<file path="src/rtl/mem_access_unit_if.sv">
// Request/response handshake between the MEM pipeline stage and mem_access_unit.
// master = pipeline side, slave = mem_access_unit.
interface mem_access_unit_if #(
  parameter int unsigned ADDR_WIDTH = 16,
  parameter int unsigned DATA_WIDTH = 16
) ();
  logic                  req_valid;
  logic                  req_ready;
  logic                  req_we;
  logic                  req_byte;
  logic [ADDR_WIDTH-1:0] req_addr;
  logic [DATA_WIDTH-1:0] req_wdata;
  logic                  rsp_valid;
  logic [DATA_WIDTH-1:0] rsp_rdata;

  modport master (
    output req_valid, req_we, req_byte, req_addr, req_wdata,
    input  req_ready, rsp_valid, rsp_rdata
  );

  modport slave (
    input  req_valid, req_we, req_byte, req_addr, req_wdata,
    output req_ready, rsp_valid, rsp_rdata
  );
endinterface

</file>
<file path="src/rtl/mem_access_unit.sv">
// Initiator side of the main memory port: word/byte loads and stores, byte store as RMW.
// Optional MEM_BUS_ASSERT_EN: raise mem_assert alongside rsp_valid for word loads.
module mem_access_unit #(
  parameter int unsigned ADDR_WIDTH = 16,
  parameter int unsigned DATA_WIDTH = 16
) (
  input  logic                  clk,
  input  logic                  rst_n,
  mem_access_unit_if.slave      pipe,
  output logic [ADDR_WIDTH-1:0] mem_addr,
  output logic [DATA_WIDTH-1:0] mem_wdata,
  output logic                  mem_load,
  output logic                  mem_assert,
  input  logic [DATA_WIDTH-1:0] mem_rdata
);

  typedef enum logic [2:0] {StIdle, StWrite, StRead, StRdata, StMerge, StResp} state_e;

  state_e                state_q;
  logic                  we_q;
  logic                  byte_q;
  logic [7:0]            wbyte_q;
  logic [DATA_WIDTH-1:0] rdata_q;
  logic                  rsp_valid_q;

  assign pipe.req_ready = (state_q == StIdle);
  assign pipe.rsp_valid = rsp_valid_q;
  assign pipe.rsp_rdata = rdata_q;

  // mem_addr doubles as the latched request address; it holds from acceptance to RESP.
  always_ff @(posedge clk or negedge rst_n) begin
    if (!rst_n) begin
      state_q     <= StIdle;
      we_q        <= 1'b0;
      byte_q      <= 1'b0;
      wbyte_q     <= 8'h00;
      rdata_q     <= '0;
      rsp_valid_q <= 1'b0;
      mem_addr    <= '0;
      mem_wdata   <= '0;
      mem_load    <= 1'b0;
    end else begin
      rsp_valid_q <= 1'b0;
      case (state_q)
        StIdle: begin
          if (pipe.req_valid) begin
            we_q     <= pipe.req_we;
            byte_q   <= pipe.req_byte;
            wbyte_q  <= pipe.req_wdata[7:0];
            mem_addr <= pipe.req_addr;
            if (pipe.req_we && !pipe.req_byte) begin
              mem_wdata <= pipe.req_wdata;
              mem_load  <= 1'b1;
              state_q   <= StWrite;
            end else begin
              state_q   <= StRead;
            end
          end
        end
        StWrite: begin
          mem_load    <= 1'b0;
          rsp_valid_q <= 1'b1;
          state_q     <= StResp;
        end
        StRead: begin
          state_q <= StRdata;
        end
        StRdata: begin
          if (we_q) begin
            // Big-endian: new byte goes to M[a], M[a+1] is written back unchanged.
            mem_wdata <= {wbyte_q, mem_rdata[7:0]};
            mem_load  <= 1'b1;
            state_q   <= StMerge;
          end else begin
            rdata_q     <= byte_q ? {8'h00, mem_rdata[15:8]} : mem_rdata;
            rsp_valid_q <= 1'b1;
            state_q     <= StResp;
          end
        end
        StMerge: begin
          mem_load    <= 1'b0;
          rsp_valid_q <= 1'b1;
          state_q     <= StResp;
        end
        StResp: begin
          state_q <= StIdle;
        end
        default: begin
          mem_load <= 1'b0;
          state_q  <= StIdle;
        end
      endcase
    end
  end

`ifdef MEM_BUS_ASSERT_EN
  // Loads always pass RDATA -> RESP, so this lands exactly on the RESP cycle.
  always_ff @(posedge clk or negedge rst_n) begin
    if (!rst_n) begin
      mem_assert <= 1'b0;
    end else begin
      mem_assert <= (state_q == StRdata) && !we_q && !byte_q;
    end
  end
`else
  assign mem_assert = 1'b0;
`endif

endmodule

</file>
<file path="src/flat_wrapper.sv">
// flat-port wrapper written by rule: the top's interface ports become plain ports
module mem_access_unit_flat 
#(
  parameter int unsigned ADDR_WIDTH = 16,
  parameter int unsigned DATA_WIDTH = 16
)
  (clk, rst_n, mem_addr, mem_wdata, mem_load, mem_assert, mem_rdata, pipe_req_valid, pipe_req_we, pipe_req_byte, pipe_req_addr, pipe_req_wdata, pipe_req_ready, pipe_rsp_valid, pipe_rsp_rdata);
  mem_access_unit_if #(.ADDR_WIDTH(ADDR_WIDTH), .DATA_WIDTH(DATA_WIDTH)) pipe_i ();
  input  logic clk;
  input  logic rst_n;
  output logic [ADDR_WIDTH-1:0] mem_addr;
  output logic [DATA_WIDTH-1:0] mem_wdata;
  output logic mem_load;
  output logic mem_assert;
  input  logic [DATA_WIDTH-1:0] mem_rdata;
  input wire logic [$bits(pipe_i.req_valid)-1:0] pipe_req_valid;
  input wire logic [$bits(pipe_i.req_we)-1:0] pipe_req_we;
  input wire logic [$bits(pipe_i.req_byte)-1:0] pipe_req_byte;
  input wire logic [$bits(pipe_i.req_addr)-1:0] pipe_req_addr;
  input wire logic [$bits(pipe_i.req_wdata)-1:0] pipe_req_wdata;
  output wire logic [$bits(pipe_i.req_ready)-1:0] pipe_req_ready;
  output wire logic [$bits(pipe_i.rsp_valid)-1:0] pipe_rsp_valid;
  output wire logic [$bits(pipe_i.rsp_rdata)-1:0] pipe_rsp_rdata;
  assign pipe_i.req_valid = pipe_req_valid;
  assign pipe_i.req_we = pipe_req_we;
  assign pipe_i.req_byte = pipe_req_byte;
  assign pipe_i.req_addr = pipe_req_addr;
  assign pipe_i.req_wdata = pipe_req_wdata;
  assign pipe_req_ready = pipe_i.req_ready;
  assign pipe_rsp_valid = pipe_i.rsp_valid;
  assign pipe_rsp_rdata = pipe_i.rsp_rdata;
  mem_access_unit #(.ADDR_WIDTH(ADDR_WIDTH), .DATA_WIDTH(DATA_WIDTH)) u_core (.clk(clk), .rst_n(rst_n), .pipe(pipe_i), .mem_addr(mem_addr), .mem_wdata(mem_wdata), .mem_load(mem_load), .mem_assert(mem_assert), .mem_rdata(mem_rdata));
endmodule
</file>
<file path="config.mk">
export PLATFORM = sky130hd
export DESIGN_NAME = mem_access_unit_flat
export DESIGN_NICKNAME = d
export VERILOG_FILES = /design/src/rtl/mem_access_unit_if.sv /design/src/rtl/mem_access_unit.sv /design/src/flat_wrapper.sv
export SDC_FILE = /design/constraint.sdc
export NUM_CORES = 1
export LEC_CHECK = 0
export CORE_ASPECT_RATIO = 1.4
export CORE_UTILIZATION = 47
export CTS_CLUSTER_DIAMETER = 50
export DETAILED_ROUTE_END_ITERATION = 8
export DONT_BUFFER_PORTS = 1
export PLACE_DENSITY = 0.64
export SETUP_SLACK_MARGIN = 0.05
export SLEW_MARGIN = 15
export SYNTH_ARGS = -nofsm -noshare
export SYNTH_HDL_FRONTEND = slang
export SYNTH_SLANG_ARGS = --single-unit
</file>
<file path="constraint.sdc">
create_clock -name clk -period 2.2 [get_ports clk]
set_input_delay 0.44 -clock clk [delete_from_list [all_inputs] [get_ports clk]]
set_output_delay 0.44 -clock clk [all_outputs]
set_load 0.03 [all_outputs]
</file>
* After elaboration in Yosys (flattened, before gate mapping)
Cells that the tools add are included. W data, S select, Z words.
Operators by class: add/subtract/negate cells 0, multipliers 0, div/mod/pow operators 0, $lt $le $gt $ge 0, equal/unequal tests 8, shifts and indexed selects 0, muxes and demuxes 15, bitwise operators 2, reduce and logical (&&, ||, !) cells 10
Operator list (number):
- $mux W16 | 4
- $pmux W16 S2 | 1
- $pmux W3 S4 | 1
- $reduce_and A4 Y1 | 2
- $eq A3 B2 Y1 const B | 2
- $eq A3 B3 Y1 const B | 2
- $mux W1 | 5
- $ne A2 B1 Y1 const B | 2
- $reduce_and A2 Y1 | 2
- $reduce_or A2 Y1 | 2
- $eq A3 B1 Y1 const B | 1
- $logic_not A3 Y1 | 1
- $mux W3 | 1
- $pmux W1 S3 | 1
- $mux W2 | 1
- $ne A2 B2 Y1 const B | 1
- $not A1 Y1 | 2
- $pmux W1 S2 | 1
- $reduce_bool A2 Y1 | 1
- $logic_and A1 B1 Y1 | 1
- $logic_not A1 Y1 | 1
Storage, ports and cells: bits in registers 63, latch bits 0, memory bits (writable) 0, memory bits (read-only) 0, output and inout port bits 52, word-level logic and storage cells 44, memories 0

* Logic depth before layout (Yosys ltp)
depth after elaboration 5, mapped depth 5, gate-level depth less buffers 3

* Worst setup path before layout
Ideal clock, no wire load.
kind reg-to-reg, from register u_core.state_q[0], to register u_core.mem_addr[10], data arrival time 2050 ps, path slack 26 ps, cell stages (with the launch flop) 6, path buffers 2, cell sequence dfrtp_1 > nor3_1 > and2_1 > buf_4 > buf_6 > mux2_2
Between the ends: word-level cells in the longest chain between the ends 2
Ends and longest elaborated chain:
- from (decl) | line mem_access_unit.sv:19 | state_e state_q;
- from (signal assigned) | line mem_access_unit.sv:33 | state_q <= StIdle;
- from (signal assigned) | line mem_access_unit.sv:54 | state_q <= StWrite;
- from (signal assigned) | line mem_access_unit.sv:56 | state_q <= StRead;
- $logic_not A3 Y1
- via pipe_req_ready | line flat_wrapper.sv:21 | output wire logic [$bits(pipe_i.req_ready)-1:0] pipe_req_ready;
- $reduce_and A2 Y1 (no line)
- to (signal assigned) | line mem_access_unit.sv:50 | mem_addr <= pipe.req_addr;
- to (decl) | line mem_access_unit.sv:10 | output logic [ADDR_WIDTH-1:0] mem_addr,
The timed path passes the listed nets, and every way through them passes these cells. A chain may end at the register's enable or synchronous reset.

* Worst setup path after layout
from register u_core.state_q[0], to register u_core.mem_wdata[14]
Between the ends: word-level cells in the longest chain between the ends 3, elaborated cells between the ends (all ways) 8, classes of those cells eq/ne: 4; mux: 1; reduce/logical: 3
Ends and longest elaborated chain:
- $eq A3 B2 Y1 / $logic_not A3 Y1 (equally long branches) | line mem_access_unit.sv:44 | case (state_q)
- $ne A2 B1 Y1 (no line) (tied with other cells)
- $reduce_and A4 Y1 (no line)
- to (signal assigned) | line mem_access_unit.sv:52 | mem_wdata <= pipe.req_wdata;
- to (signal assigned) | line mem_access_unit.sv:71 | mem_wdata <= {wbyte_q, mem_rdata[7:0]};
- to (decl) | line mem_access_unit.sv:11 | output logic [DATA_WIDTH-1:0] mem_wdata,
Parallel ways exist; a longest one is shown, timed or not.

==> flow_summary.toml <==
[yosys]
synth.distinct_cells = 35
number_of_flops_mapped_to_enable_cells_by_yosys = 0
avg_synthesized_cell_area_um2 = 13.1
yosysMostFrequentCell = "sky130_fd_sc_hd__dfrtp_1"
yosys_warn_count = 0
synth.top_cell.area_share_pct = 57.4
syn_area_um2 = 2750
synth-seq-area-share_pct = 57.4
post-synth-top-area-cell = "sky130_fd_sc_hd__dfrtp_1"
synth_commonest_cells = "63 x sky130_fd_sc_hd__dfrtp_1, 26 x sky130_fd_sc_hd__nand2_1, 22 x sky130_fd_sc_hd__mux2_2"
postSynthRegisterBits = 63
ys_top_cells_by_area = "sky130_fd_sc_hd__dfrtp_1 57%, sky130_fd_sc_hd__mux2_2 9.0%, sky130_fd_sc_hd__o221a_1 4.1%, sky130_fd_sc_hd__nand2_1 3.6%, sky130_fd_sc_hd__or2_2 3.4%"
ys.flop_type = "sky130_fd_sc_hd__dfrtp_1"
synthArstFlopShare_pct = 100
synth.net_count = 263
synth_cells = 210

[clocking]
insertion_delay_ns = 0.33
clk_pin_slew_worst_paths_ns = 0.06
cts-resized-gates = 0
htree_levels = 3
clk_sinks = 63
tritoncts = "done"
ctsRootBufferMaster = "sky130_fd_sc_hd__clkbuf_8"
cts-root-to-sink-buffers = 2
cts_buffers = 9
cts_post_setup_buffers_inserted = 0

[floorplanning]
initial_standard_cell_utilization_of_the_core_pct = 49.4
floorplan.die_area_um2 = 6160
placement_rows = 32
ios = 105
die_h_um = 92.5
die_width_um = 66.6
coreArea_um2 = 5570

[sta]
grt_setup_unrepaired = "false"
worst_slack_setup_final_ns = 0.304
fin_crit_sh_pct = 86.2
slew_headroom_pct = 39.9
max_freq_ghz = 0.527
min_period_ns = 1.90
setup-violations-final = 0
timing.final.hold_violations = 0
final_max_slew_viol_count = 0
finalClockSkew_ns = 0.00816
finalSetupTns_ns = 0
worst_slew_pin_slew_ns = 0.898

[worst_setup_path]
setup.worst_path.end_class = "flip-flop"
cp_data_arrival_time_ns = 2.16
worstPathRequired_ns = 2.47
critical_path.max_fanout = 16
timing_worst_setup_path_type = "flip-flop to flip-flop"
worstSetupStartpointType = "flip-flop"

[layout]
number_of_standard_cells_in_the_final_layout_excluding_fillers = 284
areaGrowthSynthToFinish_pct = 9.84
diodes = 0
multiInputGateArea_um2 = 1070
layout-drive-gt1-share_pct = 31.5
register_area_um2 = 1580
finalNetCount = 264
fillerInstances = 467

[status]
outcome = "completed"

[detailed_routing]
detail_route.first_pass.iterations = 4
post_drt_wl_per_cell_um = 19.2
route.detailed.vias_per_inst = 5.85
number_of_drc_markers_after_the_initial_detailed_route_iteration = 94
vias = 1662
detail_route.wirelength_mm = 5.47
ant_nets = 0
remaining_drc_errors = 0

[placed_design]
globalplace.congestion = 0.697
post-place-ws_ns = 0.261
dp.final_hpwl_mm = 3.88
numPortBuffers = 0
dpl.cell_count = 266

[power_and_ir_drop]
overall_power_after_layout_mw = 5.24
power_density_nw_per_um2 = 1740
power.ir.vdd_worst_mv = 0.683
power.static_leakage_nw = 1.31

[grt]
grt-ovfl-total = 0
global_route.usage.total_pct = 19.9
grt_max_degree = 64
grt_pass1_wl_mm = 8.84
first_global_vias = 1812
antenna_found_initial = 0

[run]
timing.max_cap.violations = 0

[worst_hold_path]
timing.hold.worst.class = "input port to flip-flop"
==> state kept, by name (all words and copies together) (netlist names) <==
register / flops
u_core.pipe.rsp_rdata: 16
u_core.pipe.rsp_valid: 1
u_core.mem_addr: 16
u_core.mem_load: 1
u_core.state_q: 3
u_core.mem_wdata: 16
u_core.we_q: 1
u_core.byte_q: 1
u_core.wbyte_q: 8
==> critical path: stages, from the launching register on <==
cell and delay, ns:
sky130_fd_sc_hd__dfrtp_1 0.56, sky130_fd_sc_hd__o41ai_4 0.93, sky130_fd_sc_hd__o221a_2 0.34
==> path summary, 6_finish.rpt <==
check,start,end,slack [ns],depth (start not counted)
min in group asynchronous,rst_n,u_core.mem_wdata[0],0.64,2
worst min-delay path,pipe_req_addr[14],u_core.mem_addr[14],0.24,1
worst max-delay path,u_core.state_q[0],u_core.mem_wdata[14],0.30,2
worst max register to register,u_core.state_q[0],u_core.mem_wdata[14],0.30,2
max in group asynchronous,rst_n,u_core.we_q,1.29,2
worst min register to register,u_core.wbyte_q[0],u_core.wbyte_q[0],0.49,1
==> power by group <==
| group | switching [mW] | internal [mW] | total [mW] |
|---|---|---|---|
| combinational | 0.384 | 0.612 | 0.996 |
| clock | 0.411 | 0.612 | 1.02 |
| sequential | 1.49 | 1.73 | 3.22 |
| total | 2.28 | 2.96 | 5.24 |
==> logic make-up after synthesis <==
group / after synthesis / share of synthesized area (%)
DFF: 63 / 57.4
and+or+nand+nor: 63 / 13.9
muxes: 35 / 13.9
AOI/OAI and AO/OA: 32 / 10.7
buffers and inverters: 16 / 3.96
other: 1 / 0.136
==> metal layers <==
metal	part of all wire [%]	GRT usage [%]	up-vias
li1	-	-	753
met1	36	21.3	812
met2	51	31.2	87
met3	11	10.3	10
met4	2.0	10.1	0
met5	0	0	-
==> area by class of cell <==
class | count | share of cell area, %
Sequential cell | 63 | 52.2
Multi-Input combinational cell | 131 | 35.4
Clock buffer | 13 | 5.60
Tap cell | 68 | 2.82
Timing Repair Buffer | 6 | 2.65
Clock inverter | 3 | 1.33
==> repair_timing <==
item	in CTS	in global routing
hold endpoints to repair	63	0
setup endpoints to repair	0	0
hold buffers	2	0
==> stage by stage <==
stage | utilization, % | hold WS, ns | instance area (µm²)
2_1_floorplan | - | 0.144 | 2750
3_3_place_gp | 49.8 | 0.146 | 2770
3_5_place_dp | 49.8 | 0.146 | 2770
4_1_cts | 54.2 | 0.224 | 3020
5_1_grt | 54.2 | 0.215 | 3020
6_report | 54.2 | 0.238 | 3020
==> layout by cell type (no fill, tap or decap), drive strengths merged <==
cell type | netlist | layout
a21oi | 2 | 2
o21ai | 9 | 9
dlygate4sd3 | 0 | 1
a221oi | 1 | 1
nor3 | 2 | 2
and2 | 1 | 1
clkinv | 0 | 2
or2b | 1 | 1
a21o | 1 | 1
o211ai | 1 | 1
mux2 | 26 | 26
or4 | 1 | 1
or2 | 16 | 16
o21bai | 1 | 1
clkbuf | 6 | 13
bufinv | 0 | 1
nand4b | 1 | 1
mux2i | 9 | 9
nor4bb | 1 | 1
nand4bb | 1 | 1
nor2 | 1 | 1
o41ai | 1 | 1
dfrtp | 63 | 63
nand2b | 1 | 1
nand3b | 10 | 10
o221a | 16 | 16
buf | 10 | 5
nor2b | 1 | 1
nand2 | 26 | 26
conb | 1 | 1
Power figures use the tool's default switching activity.
